--- src/rtl/prog_loader_if.sv ---
// prog_loader_if: byte-stream and memory-write signal bundle for prog_loader.
//   in_valid / in_data  : byte source -> loader
//   in_ready            : loader -> byte source
//   mem_we / mem_addr / mem_wdata : loader -> program memory write port
// Modports:
//   slave  : the loader's view (consumes the byte stream, drives the write port)
//   master : the environment's view (byte source plus memory write sink)
interface prog_loader_if #(
  parameter int DW = 8,
  parameter int AW = 4
);
  logic          in_valid;
  logic [DW-1:0] in_data;
  logic          in_ready;
  logic          mem_we;
  logic [AW-1:0] mem_addr;
  logic [DW-1:0] mem_wdata;

  modport slave (
    input  in_valid, in_data,
    output in_ready, mem_we, mem_addr, mem_wdata
  );

  modport master (
    output in_valid, in_data,
    input  in_ready, mem_we, mem_addr, mem_wdata
  );
endinterface

--- src/rtl/prog_loader.sv ---
// prog_loader: byte-stream program loader for the SAP-1 program memory.
// Accepts DEPTH bytes over a valid/ready handshake, writes them to
// consecutive addresses from 0 with one cycle of write latency, and holds
// the CPU in reset while a session is in progress.
//
// Ports:
//   clk      : system clock, rising edge
//   rst      : synchronous active-high reset
//   start    : begin a load session (honoured in IDLE or DONE only)
//   bus      : prog_loader_if.slave (in_valid/in_data/in_ready byte stream,
//              mem_we/mem_addr/mem_wdata memory write port)
//   cpu_hold : CPU reset request, high while loading
//   done     : last session completed
//   err      : checksum mismatch on the last session
//
// Build option: define LOADER_CHECKSUM_EN to append a checksum byte
// (8-bit modulo sum of the data bytes) to each session; without it err is 0.
module prog_loader #(
  parameter int DW    = 8,
  parameter int AW    = 4,
  parameter int DEPTH = 16
) (
  input  logic            clk,
  input  logic            rst,
  input  logic            start,
  prog_loader_if.slave    bus,
  output logic            cpu_hold,
  output logic            done,
  output logic            err
);

`ifdef LOADER_CHECKSUM_EN
  typedef enum logic [1:0] {IDLE, LOAD, CHECK, DONE} state_t;
`else
  typedef enum logic [1:0] {IDLE, LOAD, DONE} state_t;
`endif

  state_t state_q, state_d;

  // One extra bit so the counter can reach DEPTH without wrapping.
  logic [AW:0] cnt_q;
  logic        last_word;
  logic        accept_load;
  logic        start_ok;

  assign last_word   = (cnt_q == (AW+1)'(DEPTH-1));
  assign accept_load = (state_q == LOAD) && bus.in_valid;
  assign start_ok    = ((state_q == IDLE) || (state_q == DONE)) && start;

  // State register
  always_ff @(posedge clk) begin
    if (rst) state_q <= IDLE;
    else     state_q <= state_d;
  end

  // Next-state logic
  always_comb begin
    state_d = state_q;
    case (state_q)
      IDLE: if (start) state_d = LOAD;
      LOAD: begin
        if (accept_load && last_word) begin
`ifdef LOADER_CHECKSUM_EN
          state_d = CHECK;
`else
          state_d = DONE;
`endif
        end
      end
`ifdef LOADER_CHECKSUM_EN
      CHECK: if (bus.in_valid) state_d = DONE;
`endif
      DONE: if (start) state_d = LOAD;
      default: state_d = IDLE;
    endcase
  end

  // State-decoded outputs
  always_comb begin
    bus.in_ready = 1'b0;
    cpu_hold     = 1'b0;
    done         = 1'b0;
    case (state_q)
      LOAD: begin
        bus.in_ready = 1'b1;
        cpu_hold     = 1'b1;
      end
`ifdef LOADER_CHECKSUM_EN
      CHECK: begin
        bus.in_ready = 1'b1;
        cpu_hold     = 1'b1;
      end
`endif
      DONE: done = 1'b1;
      default: ;
    endcase
  end

  // Write port and address counter; mem_addr/mem_wdata hold between writes.
  always_ff @(posedge clk) begin
    if (rst) begin
      cnt_q         <= '0;
      bus.mem_we    <= 1'b0;
      bus.mem_addr  <= '0;
      bus.mem_wdata <= '0;
    end else begin
      bus.mem_we <= 1'b0;
      if (start_ok) cnt_q <= '0;
      if (accept_load) begin
        bus.mem_we    <= 1'b1;
        bus.mem_addr  <= cnt_q[AW-1:0];
        bus.mem_wdata <= bus.in_data;
        cnt_q         <= cnt_q + (AW+1)'(1);
      end
    end
  end

`ifdef LOADER_CHECKSUM_EN
  logic [DW-1:0] sum_q;

  always_ff @(posedge clk) begin
    if (rst) begin
      sum_q <= '0;
      err   <= 1'b0;
    end else begin
      if (start_ok) begin
        sum_q <= '0;
        err   <= 1'b0;
      end
      if (accept_load) sum_q <= sum_q + bus.in_data;
      if ((state_q == CHECK) && bus.in_valid) err <= (bus.in_data != sum_q);
    end
  end
`else
  assign err = 1'b0;
`endif

endmodule

--- src/flat_wrapper.sv ---
// flat-port wrapper written by rule: the top's interface ports become plain ports
module prog_loader_flat 
#(
  parameter int DW    = 8,
  parameter int AW    = 4,
  parameter int DEPTH = 16
)
  (clk, rst, start, cpu_hold, done, err, bus_in_valid, bus_in_data, bus_in_ready, bus_mem_we, bus_mem_addr, bus_mem_wdata);
  prog_loader_if #(.DW(DW), .AW(AW)) bus_i ();
  input  logic clk;
  input  logic rst;
  input  logic start;
  output logic cpu_hold;
  output logic done;
  output logic err;
  input wire logic [$bits(bus_i.in_valid)-1:0] bus_in_valid;
  input wire logic [$bits(bus_i.in_data)-1:0] bus_in_data;
  output wire logic [$bits(bus_i.in_ready)-1:0] bus_in_ready;
  output wire logic [$bits(bus_i.mem_we)-1:0] bus_mem_we;
  output wire logic [$bits(bus_i.mem_addr)-1:0] bus_mem_addr;
  output wire logic [$bits(bus_i.mem_wdata)-1:0] bus_mem_wdata;
  assign bus_i.in_valid = bus_in_valid;
  assign bus_i.in_data = bus_in_data;
  assign bus_in_ready = bus_i.in_ready;
  assign bus_mem_we = bus_i.mem_we;
  assign bus_mem_addr = bus_i.mem_addr;
  assign bus_mem_wdata = bus_i.mem_wdata;
  prog_loader #(.DW(DW), .AW(AW), .DEPTH(DEPTH)) u_core (.clk(clk), .rst(rst), .start(start), .bus(bus_i), .cpu_hold(cpu_hold), .done(done), .err(err));
endmodule
--- config.mk ---
export PLATFORM = sky130hd
export DESIGN_NAME = prog_loader_flat
export DESIGN_NICKNAME = d
export VERILOG_FILES = /design/src/rtl/prog_loader_if.sv /design/src/rtl/prog_loader.sv /design/src/flat_wrapper.sv
export SDC_FILE = /design/constraint.sdc
export NUM_CORES = 1
export LEC_CHECK = 0
export BUFFER_PORTS_ARGS = -buffer_cell sky130_fd_sc_hd__buf_2
export CORE_MARGIN = 2
export CORE_UTILIZATION = 51
export CTS_CLUSTER_DIAMETER = 80
export DETAILED_ROUTE_END_ITERATION = 8
export HOLD_SLACK_MARGIN = 0.1
export PLACE_DENSITY = 0.78
export RECOVER_POWER = 50
export SYNTH_ARGS = -nofsm -noshare
export SYNTH_HDL_FRONTEND = slang
export SYNTH_SLANG_ARGS = --single-unit
--- constraint.sdc ---
create_clock -name clk -period 3.6 [get_ports clk]
set_input_delay 0.72 -clock clk [delete_from_list [all_inputs] [get_ports clk]]
set_output_delay 0.72 -clock clk [all_outputs]
set_load 0.01 [all_outputs]
After elaboration in Yosys (flattened, before gate mapping)
Cells that the tools add are included.

word-level totals
  bits in writable memories = 0
  register bits after elaboration = 20
  logic and storage cells = 27
  input bits = 12
  bits in read-only memories = 0
  latch bits = 0
  memories kept = 0

cells by class
  bitwise gates (word level) = 0
  reduce and logical (&&, ||, !) cells = 8
  equal/unequal tests = 5
  muxes and demuxes = 8
  divide/modulo/power cells = 0
  $lt $le $gt $ge = 0
  multiply operators = 0
  $add $sub $neg = 1
  shifts and indexed selects = 0

operators with widths
  kind                                                    count
  2-to-1 mux 5 bit                                        2
  adder 5 x 1 -> 5 bit (second input constant)            1
  equality test 5 x 4 -> 1 bit (second input constant)    1
  2-to-1 mux 2 bit                                        2
  one-hot mux 2 bit (2 select lines)                      1
  logical AND 1 bit                                       3
  2-to-1 mux 1 bit                                        3
  equality test 2 x 1 -> 1 bit (second input constant)    1
  equality test 2 bit (second input constant)             1
  logical NOT 2 bit                                       1
  inequality test 2 x 1 -> 1 bit (second input constant)  1
  inequality test 2 bit (second input constant)           1
  AND reduction 2 bit                                     1
  nonzero test 2 bit                                      1
  OR reduction 2 bit                                      1
  logical OR 1 bit                                        1

Longest topological paths before layout
  word-level depth = 5
  mapped depth = 6

Worst setup path before layout
Ideal clock, no wire load.

  kind = register to output
  from = register u_core.state_q[1]
  to = output port cpu_hold
  path slack = 2177 ps
  buffers on the path = 1
  cell stages (with the launch flop) = 3
  arrival time = 703 ps
  path through = dfxtp_1 and2b_2 buf_4

between the ends
  longest elaborated chain between the ends = 2

ends and longest elaborated chain
  element                       line                text
  from (decl)                   prog_loader.sv:38   state_t state_q, state_d;
  from (signal assigned)        prog_loader.sv:53   else state_q <= state_d;
  equality test 2 x 1 -> 1 bit  --
  2-to-1 mux 1 bit              --
  to (decl)                     flat_wrapper.sv:13  output logic cpu_hold;

No other way between the ends.

Worst setup path in the final report
  from = input port bus_in_valid
  to = register u_core.cnt_q[2]

between the ends
  longest elaborated chain between the ends = 2
  elaborated cells between the ends (all ways) = 3
  classes of those cells = 1 x mux; 2 x reduce/logical

ends and longest elaborated chain
  element                                                        line                text
  from (decl)                                                    flat_wrapper.sv:16  input wire logic [$bits(bus_i.in_valid)-1:0] bus_in_valid;
  logical AND 1 bit *                                            prog_loader.sv:47   assign accept_load = (state_q == LOAD) && bus.in_valid;
  2-to-1 mux 5 bit / nonzero test 2 bit (equally long branches)  --
  to (signal assigned)                                           prog_loader.sv:113  cnt_q <= cnt_q + (AW+1)'(1);
  to (decl)                                                      prog_loader.sv:41   logic [AW:0] cnt_q;

Mark *: on every way between the ends. The rest lies on a longest branch, timed or not.
A chain may end at the register's enable or synchronous reset.

==> impl_metrics.tcl <==
set metrics [dict create \
    yosys_register_bits 20 \
    grt_use_total_pct 15.93 \
    clockPowerShare_pct 32.2 \
    num_rows 14 \
    setup_viol 0 \
    io_pins 29 \
    port_buffers 27 \
    critPathKind "in -> reg" \
    end_kind "flop" \
    initial_core_util_pct 55.36 \
    netlist_area_um2 853.3 \
    yosysWarnings 0 \
    power_frac_seq_pct 58.7 \
    finalCritPeriodShare_pct 49.62 \
    avgSynthCellArea_um2 8.707 \
    drtAntennaViolNets 0 \
    status "complete, no violations" \
    synth-edff-count 0 \
    grt_antenna_before_repair 0 \
    leakage_uw 0.0003699 \
    hpwl_um 980.9 \
    grt.overflow.total 0 \
    fin_util_pct 62.01 \
    drv_slew 0 \
    cts_tree "built" \
    crit_chain "clkbuf_1, nand3b_1, or3_1, a21oi_1" \
    fin_skew_ps 0.6720 \
    ctsHoldBuffers 0 \
    p_switching_uw 91.39 \
    globalplace.congestion 0.6974 \
    drtIter0Drc 5 \
    clkTransAtPathRegs_ps 110 \
    ys.flop_type "dfxtp_1" \
    swShare_pct 23.27 \
    clockBufferDepth 2 \
    cts.sinks 20 \
    p_per_area_nw_per_um2 410.8 \
    synth_cell_type_count 23 \
    nets 136 \
    slew_headroom_pct 49.63 \
    whs_ps 462.4 \
    internal-power_uw 301.3 \
    final_common_cell "nand2_1" \
    fin_area_um2 955.9 \
    async_flop_share_pct 0 \
    cts_root_buffer "clkbuf_4" \
    clk_latency_ps 290 \
    drc_errors 0 \
    dr.pass1.iters 4 \
    fmax_mhz 559.8 \
    hold_violations 0 \
    wl_um 1472 \
    setup_ws_ps 1814 \
    cts_buffers 3 \
    grt_first_pass_wirelength_um 2380 \
    num_vias 693 \
    cp_data_arrival_time_ps 2020 \
    place_area_um2 937.1 \
    worst_hold_path_type "reg -> reg" \
    coreArea_um2 1541 \
    netlist_instances 98 \
    dpl_worst_slack_ps 1540 \
    dieWidth_um 44.91 \
    fill_cells 152 \
    ys_seq_area_share_pct 46.92 \
    diodes 0 \
    cp_slowest_cell "nand3b_1" \
    htreeDepth 1 \
    area_growth_pct 12.02 \
    final.min_clock_period_ps 1786 \
    rsz0062_at_grt "no" \
    worst-path-max-fanout 20 \
    final_cell_mix "nand2_1 (27), dfxtp_1 (20), clkbuf_1 (14)" \
    setup_tns_ps 0 \
    grt_pass1_vias 567 \
    maxCapViolations 0 \
    die_area_um2 2016 \
    cts_resized 0 \
    synth_fp_nets 112 \
    die_h_um 44.91 \
    slowest_delay_ps 530 \
    routedWlPerCell_um 10.74 \
    worstMarginPinSlew_ps 753.3 \
    drive_above_1_share_pct 20.66 \
    viasPerCell 5.058 \
    cts_setup_buffers 0 \
    p_comb_share_pct 9.0 \
    start_kind "input port" \
    grt_max_degree 22 \
    ir_drop_uv 271.0 \
    cp.required_ps 3830 \
]
[sequential cells by signal (all words and copies together) (netlist names)]
name	flops
u_core.bus.mem_wdata	8
u_core.cnt_q	5
u_core.bus.mem_addr	4
u_core.state_q	2
u_core.bus.mem_we	1
[critical path, delay by kind of cell]
family,cells,cell delay (ps)
AO/OA/AOI/OAI,1,130
buffers and inverters,1,110
AND/OR/NAND/NOR,2,1060
[kinds of logic (layout without fill, tap and decap cells)]
logic type      count (synthesis)  count (layout)  synth area share, %
other cells                     1               1               0.4395
compound gates                 21              21                16.86
simple gates                   42              42                22.73
fa+ha+maj                       2               2                2.932
buf+inv                        12              35                10.12
flops                          20              20                46.92
[synthesized netlist by cell type, drive strengths merged, types with 2 or more instances]
library cell,number,area (um2)
nor2,2,7.510
nand2,27,101.4
nand3,4,20.02
and2b,2,17.52
a21oi,17,103.9
buf,8,71.31
dfxtp,20,400.4
inv,4,15.01
ha,2,25.02
nand2b,3,18.77
[cell type report]
cell class                      instances  area [um2]  share of cell area [%]
Timing Repair Buffer                   27       117.6                   12.30
Sequential cell                        20       400.4                   41.88
Inverter                                4       15.01                   1.571
Clock buffer                            4       36.28                   3.796
Multi-Input combinational cell         66       366.6                   38.35
Tap cell                               16       20.02                   2.094
[through the flow]
step | power, uW | instances
final | 392.7 | 137
after global placement | 271.8 | 133
after detailed placement | 272.6 | 133
after CTS | 398.9 | 137
after floorplan | 264.5 | 98
after global routing | 410.6 | 137
[routing by layer]
layer / vias up / global-route usage [%] / share of wire (%)
met5: - / 0 / 0
met4: 0 / 7.059 / 0
met3: 0 / 3.600 / 4.9
met2: 14 / 23.48 / 46
met1: 313 / 22.31 / 49
li1: 366 / - / -
[power by group through the flow]
stage          logic, uW  clock network, uW  registers (uW)
2_1_floorplan       27.3                  0             237
3_3_place_gp        36.6                  0             235
6_report            35.5                127             231
4_1_cts             37.2                131             230
3_5_place_dp        37.0                  0             236
5_1_grt             40.5                139             231
[path summary, 6_finish.rpt]
path	start	end	slack, ps	depth (start not counted)
max	bus_in_valid	u_core.cnt_q[2]$_SDFFE_PP0P_	1810	4
min	u_core.bus.mem_wdata[2]$_SDFFE_PP0P_	u_core.bus.mem_wdata[2]$_SDFFE_PP0P_	460	2
max reg2reg	u_core.state_q[1]$_SDFFE_PP0P_	u_core.cnt_q[2]$_SDFFE_PP0P_	1930	3
min reg2reg	u_core.bus.mem_wdata[2]$_SDFFE_PP0P_	u_core.bus.mem_wdata[2]$_SDFFE_PP0P_	460	2
(Power assumes the default switching activity.)
